[config.mk]
export PLATFORM = sky130hd
export DESIGN_NAME = cache_line_reader
export DESIGN_NICKNAME = d
export VERILOG_FILES = /design/src/rtl/cache_pkg.sv /design/src/rtl/skid_fifo2.sv /design/src/rtl/cache_line_reader.sv
export SDC_FILE = /design/constraint.sdc
export NUM_CORES = 1
export LEC_CHECK = 0
export BUFFER_PORTS_ARGS = -buffer_cell sky130_fd_sc_hd__buf_2
export CAP_MARGIN = 10
export CORE_UTILIZATION = 38
export DETAILED_ROUTE_END_ITERATION = 10
export GPL_ROUTABILITY_DRIVEN = 0
export GPL_TIMING_DRIVEN = 0
export PLACE_DENSITY = 0.61
export SLEW_MARGIN = 20
export SYNTH_ARGS = -nofsm -noshare
export SYNTH_HDL_FRONTEND = slang
export SYNTH_HIERARCHICAL = 1
export SYNTH_SLANG_ARGS = --single-unit
[constraint.sdc]
create_clock -name clk -period 2 [get_ports clk]
set_input_delay 0.4 -clock clk [delete_from_list [all_inputs] [get_ports clk]]
set_output_delay 0.4 -clock clk [all_outputs]
set_load 0.01 [all_outputs]
[src/rtl/cache_pkg.sv]
// cache_pkg: shared cache types, line geometry and a log2 helper
package cache_pkg;

    typedef enum logic [1:0] {IDLE, READ, DRAIN} rd_state_t;

    function automatic int log2(input int n);
        int r;
        r = 0;
        for (int i = 0; i < 31; i++) begin
            if ((1 << i) < n) r = i + 1;
        end
        return r;
    endfunction

    localparam int CACHE_LINE_WORDS = 8;
    localparam int CACHE_OFF_W      = log2(CACHE_LINE_WORDS);

endpackage

[src/rtl/skid_fifo2.sv]
// skid_fifo2: two-entry register FIFO that absorbs RAM read latency under backpressure
module skid_fifo2 #(
    parameter int WIDTH = 32
) (
    input  logic             clk,
    input  logic             rst,
    input  logic             push,
    input  logic             pop,
    input  logic [WIDTH-1:0] push_data,
    output logic [WIDTH-1:0] head,
    output logic [1:0]       occ
);

    logic [WIDTH-1:0] head_q, head_d;
    logic [WIDTH-1:0] tail_q, tail_d;
    logic [1:0]       occ_q, occ_d;
    logic             pop_ok;

    // Apply pop first, then place the pushed word in the first free slot
    always_comb begin
        head_d = head_q;
        tail_d = tail_q;
        occ_d  = occ_q;
        pop_ok = pop && (occ_q != 2'd0);
        if (pop_ok) begin
            head_d = tail_q;
            occ_d  = occ_q - 2'd1;
        end
        if (push) begin
            if (occ_d == 2'd0) head_d = push_data;
            else tail_d = push_data;
            occ_d = occ_d + 2'd1;
        end
    end

    // Storage and occupancy registers
    always_ff @(posedge clk) begin
        if (rst) begin
            head_q <= '0;
            tail_q <= '0;
            occ_q  <= 2'd0;
        end else begin
            head_q <= head_d;
            tail_q <= tail_d;
            occ_q  <= occ_d;
        end
    end

    assign head = head_q;
    assign occ  = occ_q;

endmodule

[src/rtl/cache_line_reader.sv]
// cache_line_reader: streams one cache line out of the data RAM over a valid/ready channel
module cache_line_reader
    import cache_pkg::*;
#(
    parameter int WIDTH      = 32,
    parameter int DEPTH      = 1024,
    parameter int LINE_WORDS = CACHE_LINE_WORDS,
    localparam int ADDR_WIDTH = log2(DEPTH),
    localparam int OFF_W      = (LINE_WORDS == CACHE_LINE_WORDS) ? CACHE_OFF_W : log2(LINE_WORDS),
    localparam int LINE_W     = ADDR_WIDTH - OFF_W
) (
    input  logic                  clk,
    input  logic                  rst,
    input  logic                  startValid,
    output logic                  startReady,
    input  logic [LINE_W-1:0]     startLine,
    output logic [ADDR_WIDTH-1:0] ramReadAddress,
    input  logic [WIDTH-1:0]      ramReadData,
    output logic                  outValid,
    input  logic                  outReady,
    output logic [WIDTH-1:0]      outData,
    output logic                  outLast,
    output logic                  busy
);

    rd_state_t             state_q, state_d;
    logic [LINE_W-1:0]     line_q, line_d;
    logic [OFF_W:0]        issue_cnt_q, issue_cnt_d;
    logic [OFF_W-1:0]      send_cnt_q, send_cnt_d;
    logic [ADDR_WIDTH-1:0] addr_q, addr_d;
    logic                  inflight_q, inflight_d;
    logic                  start_hs, pop, issue, last_issue;
    logic [2:0]            pending;
    logic [1:0]            occ;
    logic [WIDTH-1:0]      head;

    skid_fifo2 #(.WIDTH(WIDTH)) u_fifo (
        .clk       (clk),
        .rst       (rst),
        .push      (inflight_q),
        .pop       (pop),
        .push_data (ramReadData),
        .head      (head),
        .occ       (occ)
    );

    assign startReady     = (state_q == IDLE);
    assign busy           = ~startReady;
    assign outValid       = (occ != 2'd0);
    assign outData        = head;
    assign outLast        = outValid && (send_cnt_q == OFF_W'(LINE_WORDS - 1));
    assign ramReadAddress = addr_d;

    // Issue reads only while FIFO slots plus the in-flight read leave room; sequence the line
    always_comb begin
        start_hs    = startValid && startReady;
        pop         = outValid && outReady;
        pending     = {1'b0, occ} + {2'b00, inflight_q};
        issue       = (state_q == READ) && (issue_cnt_q < (OFF_W+1)'(LINE_WORDS))
                      && (pending < (3'd2 + {2'b00, pop}));
        last_issue  = issue && (issue_cnt_q == (OFF_W+1)'(LINE_WORDS - 1));
        state_d     = state_q;
        if (state_q == IDLE && start_hs) state_d = READ;
        if (state_q == READ && last_issue) state_d = DRAIN;
        if (state_q == DRAIN && pop && outLast) state_d = IDLE;
        line_d      = start_hs ? startLine : line_q;
        issue_cnt_d = start_hs ? '0 : (issue ? issue_cnt_q + (OFF_W+1)'(1) : issue_cnt_q);
        send_cnt_d  = start_hs ? '0 : (pop ? send_cnt_q + OFF_W'(1) : send_cnt_q);
        addr_d      = issue ? {line_q, issue_cnt_q[OFF_W-1:0]} : addr_q;
        inflight_d  = issue;
    end

    // State, counters, held read address and the one-cycle RAM latency tracker
    always_ff @(posedge clk) begin
        if (rst) begin
            state_q     <= IDLE;
            line_q      <= '0;
            issue_cnt_q <= '0;
            send_cnt_q  <= '0;
            addr_q      <= '0;
            inflight_q  <= 1'b0;
        end else begin
            state_q     <= state_d;
            line_q      <= line_d;
            issue_cnt_q <= issue_cnt_d;
            send_cnt_q  <= send_cnt_d;
            addr_q      <= addr_d;
            inflight_q  <= inflight_d;
        end
    end

endmodule

== After elaboration in Yosys (flattened, before gate mapping) ==
Index checks and enable logic that the tools add are counted.

* Memories: 0
* Output and inout bits: 46
* Latch bits: 0
* Bits in writable memories: 0
* Bits of input ports: 43
* Bits in read-only memories: 0
* Register bits after elaboration: 93

* Divide/modulo/power cells: 0
* Magnitude comparators: 2
* Eq/ne operators: 4
* Mux-type cells: 8
* Shifts and indexed selects: 0
* Multipliers: 0
* Bitwise gates (word level): 2
* Reductions and logical operators: 19
* $add $sub $neg: 6

{| class="wikitable"
|+ Operator list
! operator !! count
|-
| $mux W32 || 3
|-
| $logic_and A1 B1 Y1 || 11
|-
| $mux W10 || 1
|-
| $mux W2 || 4
|-
| $add A4 B1 Y4 const B || 1
|-
| $eq A4 B3 Y1 const B || 1
|-
| $logic_not A2 Y1 || 2
|-
| $lt A4 B4 Y1 const B || 1
|-
| $reduce_bool A2 Y1 || 2
|-
| $reduce_or A2 Y1 || 2
|-
| $add A2 B1 Y3 || 1
|-
| $add A2 B1 Y3 const A || 1
|-
| $add A3 B1 Y3 const B || 1
|-
| $eq A3 B3 Y1 const B || 1
|-
| $lt A3 B3 Y1 || 1
|-
| $reduce_or A3 Y1 || 1
|-
| $add A2 B1 Y2 const B || 1
|-
| $eq A2 B1 Y1 const B || 1
|-
| $eq A2 B2 Y1 const B || 1
|-
| $not A1 Y1 || 2
|-
| $reduce_and A2 Y1 || 1
|-
| $sub A2 B1 Y2 const B || 1
|}

== Logic depth before layout (Yosys ltp) ==
* Depth in word-level cells: 8
* Gate-level depth with buffers: 13

== Hierarchy ==
The synthesis kept the hierarchy.

{| class="wikitable"
|+ By module, submodules not included
! module !! area each (um^2) !! cells an instance !! instances
|-
| skid_fifo2 || 2748.9 || 300 || 1
|-
| cache_line_reader || 1179.9 || 143 || 1
|}

== Least setup slack after synthesis ==
Ideal clock, no wire load.

* Path kind: register to register
* Start point: register u_fifo.occ_q[0] (netlist: u_fifo/occ[0])
* End point: register u_fifo.tail_q[11]
* Arrival time: 2041 ps
* Path slack: -111 ps
* Buffers on the path: 3
* Setup time: 70 ps
* Cell stages (with the launch flop): 12
* Required time: 1930 ps
* Path through: dfxtp_1 inv_1 ha_1 nand2b_4 buf_12 buf_12 a21oi_1 ha_1 nand2b_1 clkbuf_1 nand2_1 a21oi_1

* Word-level cells in the longest chain between the ends: 7
* Elaborated cells on any way between the ends: 8
* Classes of those cells: add/sub: 1; mux: 1; bitwise: 1; reduce/logical: 5

{| class="wikitable"
|+ Ends and longest elaborated chain
! item !! line !! source
|-
| start: declaration || skid_fifo2.sv:16 || <nowiki>logic [1:0] occ_q, occ_d;</nowiki>
|-
| start signal: assignment || skid_fifo2.sv:41 || <nowiki>occ_q <= 2'd0;</nowiki>
|-
| start signal: assignment || skid_fifo2.sv:45 || <nowiki>occ_q <= occ_d;</nowiki>
|-
| parallel branches: the longest is 3 deep, another holds $sub A2 B1 Y2 || - ||
|-
| $mux W2 * || skid_fifo2.sv:25 || <nowiki>if (pop_ok) begin</nowiki>
|-
| $logic_not A2 Y1 * || skid_fifo2.sv:30 || <nowiki>if (occ_d == 2'd0) head_d = push_data;</nowiki>
|-
| $not A1 Y1 (no line) * || - ||
|-
| $reduce_and A2 Y1 (no line) * || - ||
|-
| end signal: assignment || skid_fifo2.sv:44 || <nowiki>tail_q <= tail_d;</nowiki>
|-
| end: declaration || skid_fifo2.sv:15 || <nowiki>logic [WIDTH-1:0] tail_q, tail_d;</nowiki>
|}

Every way passes the cells marked *.
A chain may end at the register's enable or synchronous reset.

== Worst setup path in the final report ==
* Start point: register u_fifo.occ_q[0] (netlist: u_fifo/occ[0])
* End point: output port ramReadAddress[4]

* Word-level cells in the longest chain between the ends: 6
* Elaborated cells on any way between the ends: 7
* Classes of those cells: add/sub: 2; order compare: 1; mux: 1; reduce/logical: 3

{| class="wikitable"
|+ Ends and longest elaborated chain
! item !! line !! source
|-
| $reduce_bool A2 Y1 || cache_line_reader.sv:49 || <nowiki>assign outValid = (occ != 2'd0);</nowiki>
|-
| $logic_and A1 B1 Y1 || cache_line_reader.sv:57 || <nowiki>pop = outValid && outReady;</nowiki>
|-
| $add A2 B1 Y3 || cache_line_reader.sv:60 || <nowiki>&& (pending < (3'd2 + {2'b00, pop}));</nowiki>
|-
| $lt A3 B3 Y1 * || cache_line_reader.sv:60 ||
|-
| $logic_and A1 B1 Y1 * || cache_line_reader.sv:60 ||
|-
| $mux W10 * || cache_line_reader.sv:69 || <nowiki>addr_d = issue ? {line_q, issue_cnt_q[OFF_W-1:0]} : addr_q;</nowiki>
|-
| end: declaration || cache_line_reader.sv:17 || <nowiki>output logic [ADDR_WIDTH-1:0] ramReadAddress,</nowiki>
|}

Every way passes the cells marked *; elsewhere a longest branch is shown, timed or not.

==> results.toml <==
[outcome]
status = "finished, violations left"
violations = "setup timing"

[timing]
post-route-min-period_ns = 2.22
fin_skew_ns = 0.0127
min_period_over_period = 1.11
worst_pin_slew_ns = 0.727
slew_violations = 0
timing.final.ws_setup_ns = -0.223
relSlewSlack = 0.515
setup_viol = 58
fmax_mhz = 450
rsz0062_at_grt = "true"
hold_viol_final = 0

[final_layout]
diodes = 0
num-nets-final = 634
nFillCells = 857
final_area_um2 = 5970
layout-drive-gt1-share = 0.467
final_core_utilization = 0.603
multi_input_area_um2 = 2320
regArea_um2 = 1870
synthToLayoutAreaGrowth_pct = 52.0

[cts]
cts_buffer_depth = 2
insertion_delay_ns = 0.37
cts_buffers = 9
htree_num_levels = 3
clock_sinks = 93
clockRootBuffer = "clkbuf_8"
postCtsHoldBufs = 0
clk_pin_slew_ns = 0.10
cts_tree = "done"

[setup_path]
rrSetupSlack_ns = -0.11
cp_slowest_stage_delay_ns = 0.37
path_class = "reg -> out"
cp_common_cell = "ha_4"
timing.rr.end = "u_fifo/tail_q[22]"
cp_num_cells = 8
startpoint = "u_fifo/occ[0]"
reg2reg_depth = 14
crit_end = "ramReadAddress[4]"
cp_data_arrival_time_ns = 1.82
slowest_stage = "dfxtp_4"
critical_path_buf_inv_count = 2
path_cells = "ha_4 > ha_4 > nor2_4 > nand3_4 > clkbuf_8 > o21ai_4 > nand2_1 > buf_2"
crit_required_ns = 1.60
path_delay_family = "flip-flops"
end_kind = "output port"
r2r_start = "u_fifo/occ[0]"
startpoint_type = "register"
crit_fanout = 6

[synth]
syn_nets = 493
synth_area_um2 = 3930
async_flop_share = 0
synth_edf_count = 0
yosysSeqAreaShare = 0.474
syn_avg_cell_area_um2 = 8.87
yosys_warnings = 6
synth_seq_cells = 93
synth_ff_type = "dfxtp_1"
synthCells = 443
synth_cell_types = 39

[global_routing]
grt_usage = 0.197
antenna_found_initial = 1
grt_overflow = 0
grt_pass1_vias = 3550
grt_max_degree = 16
grt_pass1_wl_mm = 17.1

[power]
power.switching_mw = 1.13
p_per_area_nw_per_um2 = 718
p_comb_frac = 0.187
seq_power_share = 0.465
sw_frac_of_total = 0.264
p_leak_nw = 2.65
p_clk_frac = 0.348
cell_internal_pwr_mw = 3.16
peakVddDrop_uv = 555

[detailed_routing]
drt-pass1-iter-count = 4
viasPerCell = 5.16
post-route-drc-count = 0
vias = 3725
ant_nets = 0
drtIter0Drc = 117
wirelength_mm = 11.5
wl_per_cell_um = 16.0

[placement]
placed_area_um2 = 4550
post-place-ws_ns = -0.356
hpwl_mm = 6.56
io_buffers = 88

[floorplan]
fp-row-count = 36
fp.dieH_um = 104
start_util = 0.396
die_x_um = 104
fp.coreArea_um2 = 9910
dieArea_um2 = 10700
ioPinCount = 89

[hold_path]
hp-class = "in -> reg"

[job]
cap_violations = 0
[flip-flops by register name (all words and copies together) (netlist names)]
register	cells
issue_cnt_q	4
addr_q	10
send_cnt_q	3
u_fifo/head	32
u_fifo/occ	2
line_q	7
state_q	2
u_fifo/tail_q	32
inflight_q	1
[per-layer routing]
metal | share of wire | vias up | track usage
met5 | 0.0011 | - | 0
met4 | 0.016 | 2 | 0.0684
met3 | 0.055 | 18 | 0.0510
met2 | 0.50 | 97 | 0.331
met1 | 0.43 | 1785 | 0.244
li1 | - | 1823 | -
[kinds of logic (layout without fill, tap and decap cells)]
logic type | after synthesis | after routing | synth area share
compound gates | 106 | 106 | 0.173
fa+ha+maj | 7 | 7 | 0.0223
mux | 35 | 35 | 0.0895
simple gates | 164 | 165 | 0.175
flops | 93 | 93 | 0.474
xor+xnor | 2 | 2 | 0.00446
buf+inv | 36 | 181 | 0.0624
[power by group through the flow]
stage | clock, mW | combinational [mW] | sequential [mW]
3_5_place_dp | 0 | 0.498 | 2.03
5_1_grt | 1.58 | 0.857 | 2.01
4_1_cts | 1.53 | 0.631 | 1.99
3_3_place_gp | 0 | 0.492 | 2.03
6_report | 1.49 | 0.802 | 1.99
2_1_floorplan | 0 | 0.282 | 2.05
[placed cells by master (no fill, tap or decap), types with 4 or more instances in the layout]
cell type and count:
buf_12 9, buf_6 15, a21oi_1 35, dfxtp_1 90, o21ai_0 4, nor2_2 4, nand3_2 9, nor2_1 35
mux2i_1 34, nand2_1 83, nand2_2 10, buf_4 21, o21ai_4 9, clkbuf_8 10, buf_2 89, a21oi_2 17
clkbuf_1 8, buf_8 8, a211oi_2 31, clkbuf_16 6
[tightest hold or removal path, cell delays in order]
cell,delay (ns)
buf_2,0.10
nand2_1,0.05
a21oi_1,0.05
[cell usage after synthesis, types with 2 or more instances]
| master | count | area [µm²] |
|---|---|---|
| buf_12 | 4 | 80.1 |
| buf_6 | 4 | 45.0 |
| buf_2 | 11 | 55.1 |
| nand3_1 | 12 | 60.1 |
| nor2b_1 | 2 | 12.5 |
| o21ai_0 | 13 | 65.1 |
| a21oi_1 | 45 | 225 |
| mux2i_1 | 34 | 340 |
| ha_1 | 7 | 87.6 |
| clkbuf_1 | 10 | 37.5 |
| a211oi_1 | 32 | 240 |
| inv_1 | 6 | 22.5 |
| nand2_1 | 93 | 349 |
| or3_1 | 3 | 18.8 |
| nor3_1 | 2 | 10.0 |
| dfxtp_1 | 93 | 1860 |
| a21oi_2 | 8 | 70.1 |
| nor2_1 | 42 | 158 |
| or2_2 | 2 | 12.5 |
[final cells by class]
class / instances / share of cell area
well taps: 133 / 0.0279
repair buffers: 130 / 0.164
plain buffers: 29 / 0.0608
inverters: 6 / 0.00419
flip-flops and latches: 93 / 0.314
clock buffers: 10 / 0.0214
multi-input cells: 315 / 0.389
clock inverters: 6 / 0.0186
[through the flow]
stage,setup TNS [ns],total power [mW],hold slack (ns),cells
final,-4.66,4.29,0.263,722
after global routing,-11.87,4.44,0.255,722
after CTS,-4.19,4.15,0.248,709
after detailed placement,-19.69,2.53,0.447,664
after global placement,-17.81,2.52,0.441,664
after floorplan,0,2.33,0.426,443
[timing repair]
action,4_1_cts,5_1_grt
cloned,8,6
buffers inserted,21,8
setup endpoints to repair,74,74
pin swaps,26,20
gates resized for setup,89,89
[worst min path at each step]
stage / start / to / cells past startpoint
floorplan: issue_cnt_q[3] / issue_cnt_q[3] / 2
global placement: u_fifo/tail_q[14] / u_fifo/tail_q[14] / 2
detailed placement: u_fifo/tail_q[19] / u_fifo/tail_q[19] / 2
CTS: startLine[6] / line_q[6] / 3
global route: startLine[1] / line_q[1] / 3
finish: startLine[1] / line_q[1] / 3
No activity file was read; power rests on OpenSTA's default activity.
